File: config.mk
export PLATFORM = sky130hd
export DESIGN_NAME = program_loader
export DESIGN_NICKNAME = d
export VERILOG_FILES = /design/src/rtl/program_loader.sv
export SDC_FILE = /design/constraint.sdc
export NUM_CORES = 1
export LEC_CHECK = 0
export BUFFER_PORTS_ARGS = -buffer_cell sky130_fd_sc_hd__buf_2
export CAP_MARGIN = 10
export CORE_AREA = 2 2 89 156
export DETAILED_ROUTE_END_ITERATION = 16
export DIE_AREA = 0 0 91 158
export SYNTH_ARGS = -nofsm -noshare
export SYNTH_HDL_FRONTEND = slang
export SYNTH_SLANG_ARGS = --single-unit
File: constraint.sdc
create_clock -name Clock -period 2.5 [get_ports Clock]
set_input_delay 0.125 -clock Clock [delete_from_list [all_inputs] [get_ports Clock]]
set_output_delay 0.125 -clock Clock [all_outputs]
set_load 0.05 [all_outputs]
File: src/rtl/program_loader.sv
// rtl/program_loader.sv - byte-stream program loader that writes 28-bit instruction words into memory
module program_loader #(
  parameter logic [7:0] SYNC_BYTE = 8'hA5,
  parameter int         MAX_WORDS = 256
) (
  input  logic        Clock,
  input  logic        Reset,
  input  logic        iStart,
  input  logic [7:0]  iByte,
  input  logic        iByteValid,
  output logic        oByteReady,
  output logic        oWriteEnable,
  output logic [15:0] oWriteAddress,
  output logic [27:0] oInstruction,
  output logic        oCpuReset,
  output logic        oDone,
  output logic        oError
);

  typedef enum logic [2:0] {
    IDLE, SYNC, LEN_HI, LEN_LO, DATA, CHECK, DONE, ERROR
  } state_t;

  localparam logic [16:0] MAX_W = 17'(MAX_WORDS);

  state_t      state, next_state;
  logic [15:0] len;
  logic [15:0] word_idx;
  logic [1:0]  byte_cnt;
  logic [27:8] asm_word;
  logic [7:0]  checksum;
  logic        ready;
  logic        xfer;
  logic [15:0] len_next;
  logic        last_word;

  assign xfer      = ready & iByteValid;
  assign len_next  = {len[15:8], iByte};
  assign last_word = (16'(word_idx + 16'd1) == len);

  always_ff @(posedge Clock) begin
    if (!Reset) state <= IDLE;
    else        state <= next_state;
  end

  always_comb begin
    next_state = state;
    ready      = 1'b0;
    case (state)
      SYNC, LEN_HI, LEN_LO, DATA, CHECK: ready = 1'b1;
      default: ready = 1'b0;
    endcase
    if (iStart) begin
      next_state = SYNC;
    end else if (xfer) begin
      case (state)
        SYNC:   if (iByte == SYNC_BYTE) next_state = LEN_HI;
        LEN_HI: next_state = LEN_LO;
        LEN_LO: begin
          if (len_next == 16'd0 || {1'b0, len_next} > MAX_W) next_state = ERROR;
          else                                               next_state = DATA;
        end
        DATA:   if (byte_cnt == 2'd3 && last_word) next_state = CHECK;
        CHECK:  next_state = (iByte == checksum) ? DONE : ERROR;
        default: next_state = state;
      endcase
    end
  end

  assign oByteReady = ready;

  // Status flags are registered from next_state so they line up with the state register.
  always_ff @(posedge Clock) begin
    if (!Reset) begin
      len           <= 16'd0;
      word_idx      <= 16'd0;
      byte_cnt      <= 2'd0;
      asm_word      <= '0;
      checksum      <= 8'd0;
      oWriteEnable  <= 1'b0;
      oWriteAddress <= 16'd0;
      oInstruction  <= 28'd0;
      oDone         <= 1'b0;
      oError        <= 1'b0;
      oCpuReset     <= 1'b1;
    end else begin
      oWriteEnable <= 1'b0;
      oDone        <= (next_state == DONE);
      oError       <= (next_state == ERROR);
      oCpuReset    <= (next_state != DONE);
      if (iStart) begin
        len      <= 16'd0;
        word_idx <= 16'd0;
        byte_cnt <= 2'd0;
        asm_word <= '0;
        checksum <= 8'd0;
      end else if (xfer) begin
        case (state)
          LEN_HI: len[15:8] <= iByte;
          LEN_LO: len[7:0]  <= iByte;
          DATA: begin
            checksum <= checksum ^ iByte;
            byte_cnt <= byte_cnt + 2'd1;
            case (byte_cnt)
              2'd0: asm_word[27:24] <= iByte[3:0];
              2'd1: asm_word[23:16] <= iByte;
              2'd2: asm_word[15:8]  <= iByte;
              default: begin
                oWriteEnable  <= 1'b1;
                oInstruction  <= {asm_word, iByte};
                oWriteAddress <= word_idx;
                word_idx      <= word_idx + 16'd1;
              end
            endcase
          end
          default: ;
        endcase
      end
    end
  end

endmodule

==> impl_results.md, run 1 <==
* Mapped Nets at ~640
* IO Port Bufs at 60
* Initial drt markers at ~200
* # hold bufs at CTS at 0
* Via count of the first global-routing pass at 4,157
* Pwr dens at around 700 mW/mm^2
* Max-capacitance violation count at 0
* Clk root buf: clkbuf_16
* CTS sink count at between 100 and 150
* Pleak at 2.179 nW
* Yosys cell types at 43
* Status: completed
* H-Tree Depth at 4
* Top cells by area, synth: dfxtp_1 (46%), nand2_1 (12%), a21oi_1 (8.9%)
* Pint at 0.003405 W
* Ports at 61
* Syn Inst Count at 621
* Post-DP HPWL at between 9000 and 10,000 um
* Sum of negative setup slack at 0 ps
* P&R area growth vs syn at 21.70%
* Starting Density at 0.3729
* Die area at 0.01438 mm^2
* Final Net Count at between 600 and 700
* DR vias/cell at 5.036
* Pwr Total at between 0.004 and 0.005 W
* Routability congestion estimate at 0.8936
* Post-Syn Area per Cell at 7.910 um^2
* Row cnt at 56
* Post-synth EDFFs at 0
* Die H at 158 um
* Fmax achieved at 435.7 MHz
* Worst R2R Setup Slack at 200 ps
* RSZ-0062 raised after global routing: no
* CTS tree: built
* Endpoints failing setup at 0
* Final hold viol count at 0
* NetSw at between 0.0008 and 0.0009 W
* VDD IR-drop max at 0.4341 mV
* Layout cells sized above 1 at 0.1765
* Clock Skew at 7.738 ps
* Crit Path Class: reg2reg
* Sw Ratio at 0.2086
* Drt pass-1 iters at 4
* Slew headroom at 0.5562
* Synth async-reset ratio at 0
* Period Utilization, post-route at 0.9181
* Final ANT Viol Nets at 0
* Min Tclk post-route at ~2300 ps
* Ant diodes at 0
* Ys flop type: dfxtp_1
* CTS clk-pin slew, worst paths at 50 ps
* Worst r2r path cells at 5
* Clock Path Buffers at 2
* Global-route wire length before repair at 20,760 um
* Clock Power Share at 0.555
* Top-area cell type share of the netlist area at 0.4605
* #FFs+latches synth at 113
* Total global-route track usage at 0.1838
* Seq/Total Area, Yosys at 0.4605
* Largest net degree at the start of global routing at 49
* CTS buffer count at 17
* Setup Fix Bufs, Post-CTS at 0
* DR WL/cell at 14.98 um
* CP max FO at 9
* Synth warnings at 0
* Worst-margin pin slew at 661.8 ps
* Initial antenna violation count at 0
* Final wirelength at roughly 13,000 um
* Reg power frac at 0.420
* Hold/Removal Path Class: in2reg
* Worst Hold Path Cells at 3
* CP Capture Type: flop
* Mapped Area at ~0.005 mm^2
* Resize count post-CTS at 0
* CP arrival at 2600 ps
* Logic gate share of total power at 0.024
* Synth area leader: dfxtp_1
* Slew Limit Fails at 0
* Core area at ~0.013 mm^2
* Via count at 4,301
* Worst-Skew Late Latency at 410 ps
* Die W at approximately 91 um
* Worst endpoint required time at 2810 ps
* Gr ovfl total at 0
* Startpoint types: flop
* Residual DRC at 0
-- path summary, 6_finish.rpt --
| path | start | to |
|---|---|---|
| min reg2reg | oWriteAddress[7] | oWriteAddress[7] |
| min | iByte[0] | len[0] |
| max reg2reg | word_idx[5] | state[0] |
| max | word_idx[5] | state[0] |
-- cells in the final DEF (no fill, tap or decap), types with 7 or more instances in the layout --
cell type  count
nand2_1      163
dfxtp_1      113
a21oi_1       87
buf_2         60
nor2_1        33
nand3_1       30
xnor2_1       26
xor2_1        25
clkbuf_16     17
buf_4         17
nor3_1        11
o21ai_0        8
nand4_1        7
nor4_1         7
-- sequential cells by signal, indices dropped and copies added (netlist names) --
register       flops
oWriteEnable       1
oInstruction      28
state              3
oCpuReset          1
byte_cnt           2
asm_word          20
len               16
oWriteAddress     16
oError             1
oDone              1
checksum           8
word_idx          16
-- power by group through the flow --
stage               Combinational, W  Clock (W)  Sequential (W)
floorplan                  0.0000684          0         0.00184
global placement            0.000102          0         0.00185
detailed placement          0.000104          0         0.00185
CTS                         0.000104    0.00242         0.00181
global route                0.000111    0.00250         0.00181
finish                      0.000104    0.00239         0.00181
-- worst max-delay path, stage by stage, from the launching register on --
cell	delay (ps)
dfxtp_1	520
nand4_4	190
or4_1	630
or3_1	360
a2bb2o_4	210
o41ai_2	290
-- cells in the mapped netlist (2+ instances only) --
library cell	number
nand2_1	163
dfxtp_1	113
a21oi_1	87
clkbuf_1	39
nor2_1	34
nand3_1	30
xnor2_1	26
xor2_1	25
nor3_1	11
o21ai_0	8
nand4_1	7
nor4_1	7
ha_1	6
nor2b_1	6
buf_2	5
inv_1	5
or3_2	5
nor3b_1	4
a31oi_1	3
buf_1	3
buf_4	3
o211ai_1	3
or3_1	3
or4_1	3
and3b_1	2
nand2b_1	2
o311ai_0	2
-- metrics by stage --
stage | worst slack (ps) | std cells | area (um^2) | hold WS [ps] | util
floorplan | 402.8 | 621 | 4912 | 302.8 | -
global placement | 276.5 | 823 | 5393 | 442.5 | 0.4094
detailed placement | 190.8 | 823 | 5393 | 443.5 | 0.4094
CTS | 191.8 | 854 | 5978 | 69.96 | 0.4538
global route | 19.91 | 854 | 5978 | 82.51 | 0.4538
finish | 204.9 | 854 | 5978 | 76.34 | 0.4538
-- layout make-up --
class	instances	area, um^2
fillers	1363	7194
multi-input cells	452	2442
flip-flops and latches	113	2262
repair buffers	78	447.9
clock buffers	20	446.7
well taps	174	217.7
clock inverters	11	138.9
inverters	6	22.52
-- cells by family (layout without fill, tap and decap cells) --
kind of cell,Yosys count,count (layout),share of synthesized area
and+or+nand+nor,283,283,0.2580
AOI/OAI and AO/OA,112,112,0.1289
buffers and inverters,56,115,0.04636
adders and majority gates,6,6,0.01528
xor gates and xnor gates,51,51,0.09093
DFF,113,113,0.4605
-- per-layer routing --
layer / GRT usage / part of all wire
met5: 0 / 0
met4: 0.1104 / 0.037
met3: 0.03665 / 0.035
met2: 0.3411 / 0.55
met1: 0.1885 / 0.38
Note: power is estimated with default switching activity, not from simulation.
==> inputs of run 2 (changes only) <==
--- a/config.mk
+++ b/config.mk
@@ -7,9 +7,10 @@
 export LEC_CHECK = 0
 export BUFFER_PORTS_ARGS = -buffer_cell sky130_fd_sc_hd__buf_2
 export CAP_MARGIN = 10
-export CORE_AREA = 2 2 89 156
+export CORE_AREA = 2 2 117 119
 export DETAILED_ROUTE_END_ITERATION = 16
-export DIE_AREA = 0 0 91 158
+export DIE_AREA = 0 0 119 121
+export SETUP_SLACK_MARGIN = 0.4
 export SYNTH_ARGS = -nofsm -noshare
 export SYNTH_HDL_FRONTEND = slang
 export SYNTH_SLANG_ARGS = --single-unit
==> run 2 against run 1 <==
Compared with the run above:
- cell count fell by 0.47%
- sequential power barely moved
- register-to-register slack improved by 190 ps
- first-iteration DRC count rose by 5.4%
- critical path depth did not move
- clock skew fell by 0.84 ps
- largest power group unchanged
==> impl_results.md, run 2 (synthesis results as in run 1) <==
* Placed inst area at 0.005343 mm^2
* Crit path cell chain: inv_1, or4_4, or3_1, a2bb2o_4, o41ai_2
* CTS buffer count at 17
* CP peak stage delay at 580 ps
* Slew headroom at 0.5625
* Final core area utilization at 0.4528
* RSZ-0062 raised after global routing: yes
* Dpl cells at 818
* Logic gate share of total power at 0.025
* Hold/Removal Path Class: in2reg
* Layout Cells excl Fill at 850
* DR WL/cell at about 14 um
* Hold_sp: Reset
* Fin area at between 0.005 and 0.006 mm^2
* Starting Density at 0.3754
* Clk root buf: clkbuf_16
* Die H at 121 um
* CP max FO at 8
* Sum of negative setup slack at 0 ps
* CP delay by family, top: simple AND/OR/NAND/NOR gates
* Slew Limit Fails at 0
* CTS clk-pin slew, worst paths at 60 ps
* Setup crit start: word_idx[10]
* Drt pass-1 iters at 7
* Clock Skew at 6.898 ps
* Max-capacitance violation count at 0
* Worst endpoint required time at 2820 ps
* Residual DRC at 0
* Reg2reg start: word_idx[10]
* Worst-margin pin slew at between 600 and 700 ps
* Min Tclk post-route at around 2100 ps
* CP arrival at 2430 ps
* Die area at approximately 0.014 mm^2
* Multi-input logic area at 0.002462 mm^2
* Die W at 119 um
* Final ANT Viol Nets at 0
* Final wirelength at 12,120 um
* Reg power frac at 0.440
* Largest reg by FF count: oInstruction
* CTS sink count at between 100 and 150
* Most common cell after layout, fill and taps aside: nand2_1
* Ports at 61
* Global-route wire length before repair at 20,140 um
* # hold bufs at CTS at 0
* Routability congestion estimate at a little under 0.9
* Final hold viol count at 0
* Pint at 0.003179 W
* Initial drt markers at 213
* IO Port Bufs at 60
* Startpoint types: flop
* Max stage delay cell, worst path: or4_4
* Fmax achieved at roughly 470 MHz
* CTS tree: built
* Status: completed
* Largest register FFs at 28
* Worst path depth at 5
* Crit Path Class: reg2reg
* Pleak at 2.114 nW
* Core area at between 0.01 and 0.015 mm^2
* DR vias/cell at 5.005
* Worst-Skew Late Latency at 410 ps
* Gr ovfl total at 0
* Period Utilization, post-route at 0.8421
* Ant diodes at 0
* Worst R2R Setup Slack at 390 ps
* Via count at 4,254
* CP Capture Type: flop
* NetSw at ~0.00093 W
* Setup Fix Bufs, Post-CTS at 0
* Number of fill cells in the layout at 1,316
* Clock Path Buffers at 2
* WP buf/inv at 1
* Clock Power Share at 0.536
* Pwr dens at 693.1 mW/mm^2
* Register area at 0.002277 mm^2
* Endpoints failing setup at 0
* Row cnt at 42
* Largest registers: oInstruction (28), asm_word (20)
* Initial antenna violation count at 0
* VDD IR-drop max at 0.3906 mV
* Total global-route track usage at 0.1774
* P&R area growth vs syn at 20.61%
* Largest net degree at the start of global routing at 64
* Sw Ratio at 0.2259
* Layout cells sized above 1 at 0.1884
* Via count of the first global-routing pass at 4,122
* Worst reg2reg path endpoint: state[0]
* Worst r2r path cells at 5
* Critical path endpoint: state[0]
* Final Net Count at 679
* Most frequent cells in the layout: nand2_1 (163), dfxtp_1 (105), a21oi_1 (87), buf_2 (60), nor2_1 (33)
* H-Tree Depth at 4
* Post-DP HPWL at 8215 um
run 2: area by class of cell:
cell class	instances	area share
clock buffers	18	0.07244
clock inverters	14	0.01985
inverters	6	0.003801
multi-input cells	452	0.4156
flip-flops and latches	113	0.3844
repair buffers	71	0.06674
well taps	176	0.03717
run 2: worst min-delay path by stage:
stage	end	depth (start not counted)
after detailed placement	oWriteAddress[14]	2
after CTS	state[2]	3
after global routing	state[2]	3
final	state[2]	3
after global placement	oWriteAddress[8]	2
after floorplan	oInstruction[27]	2
run 2: per-layer routing:
layer | share of wire | vias up | GRT usage | wire length [um]
met5 | 0 | - | 0 | 0
met4 | 0.016 | 0 | 0.06324 | 193
li1 | - | 2153 | - | -
met2 | 0.48 | 89 | 0.2953 | 5849
met1 | 0.46 | 1995 | 0.2189 | 5597
met3 | 0.039 | 17 | 0.05122 | 478
run 2: stage by stage:
step           hold slack [ps]  setup WS, ps  power [W]
6_report                 20.92         394.7   0.004106
2_1_floorplan            302.8         402.8   0.001910
3_5_place_dp             444.1         169.2   0.001948
4_1_cts                  14.31         411.1   0.004148
5_1_grt                  27.95         329.9   0.004245
3_3_place_gp             440.4         255.4   0.001947
run 2: power groups by stage:
| stage | Combinational, W | Clock (W) | Sequential (W) |
|---|---|---|---|
| finish | 0.000101 | 0.00220 | 0.00181 |
| global route | 0.000110 | 0.00233 | 0.00180 |
| CTS | 0.000102 | 0.00224 | 0.00181 |
| detailed placement | 0.000102 | 0 | 0.00185 |
| global placement | 0.000101 | 0 | 0.00185 |
| floorplan | 0.0000684 | 0 | 0.00184 |
run 2: timing repair:
item | in CTS | in global routing
setup endpoints to repair | 1 | 5
gates resized for setup | 9 | 6
cloned | 0 | 0
run 2: worst min-delay path: stages:
cell      delay [ps]
buf_2            130
nand2b_2          70
nor2_1            60
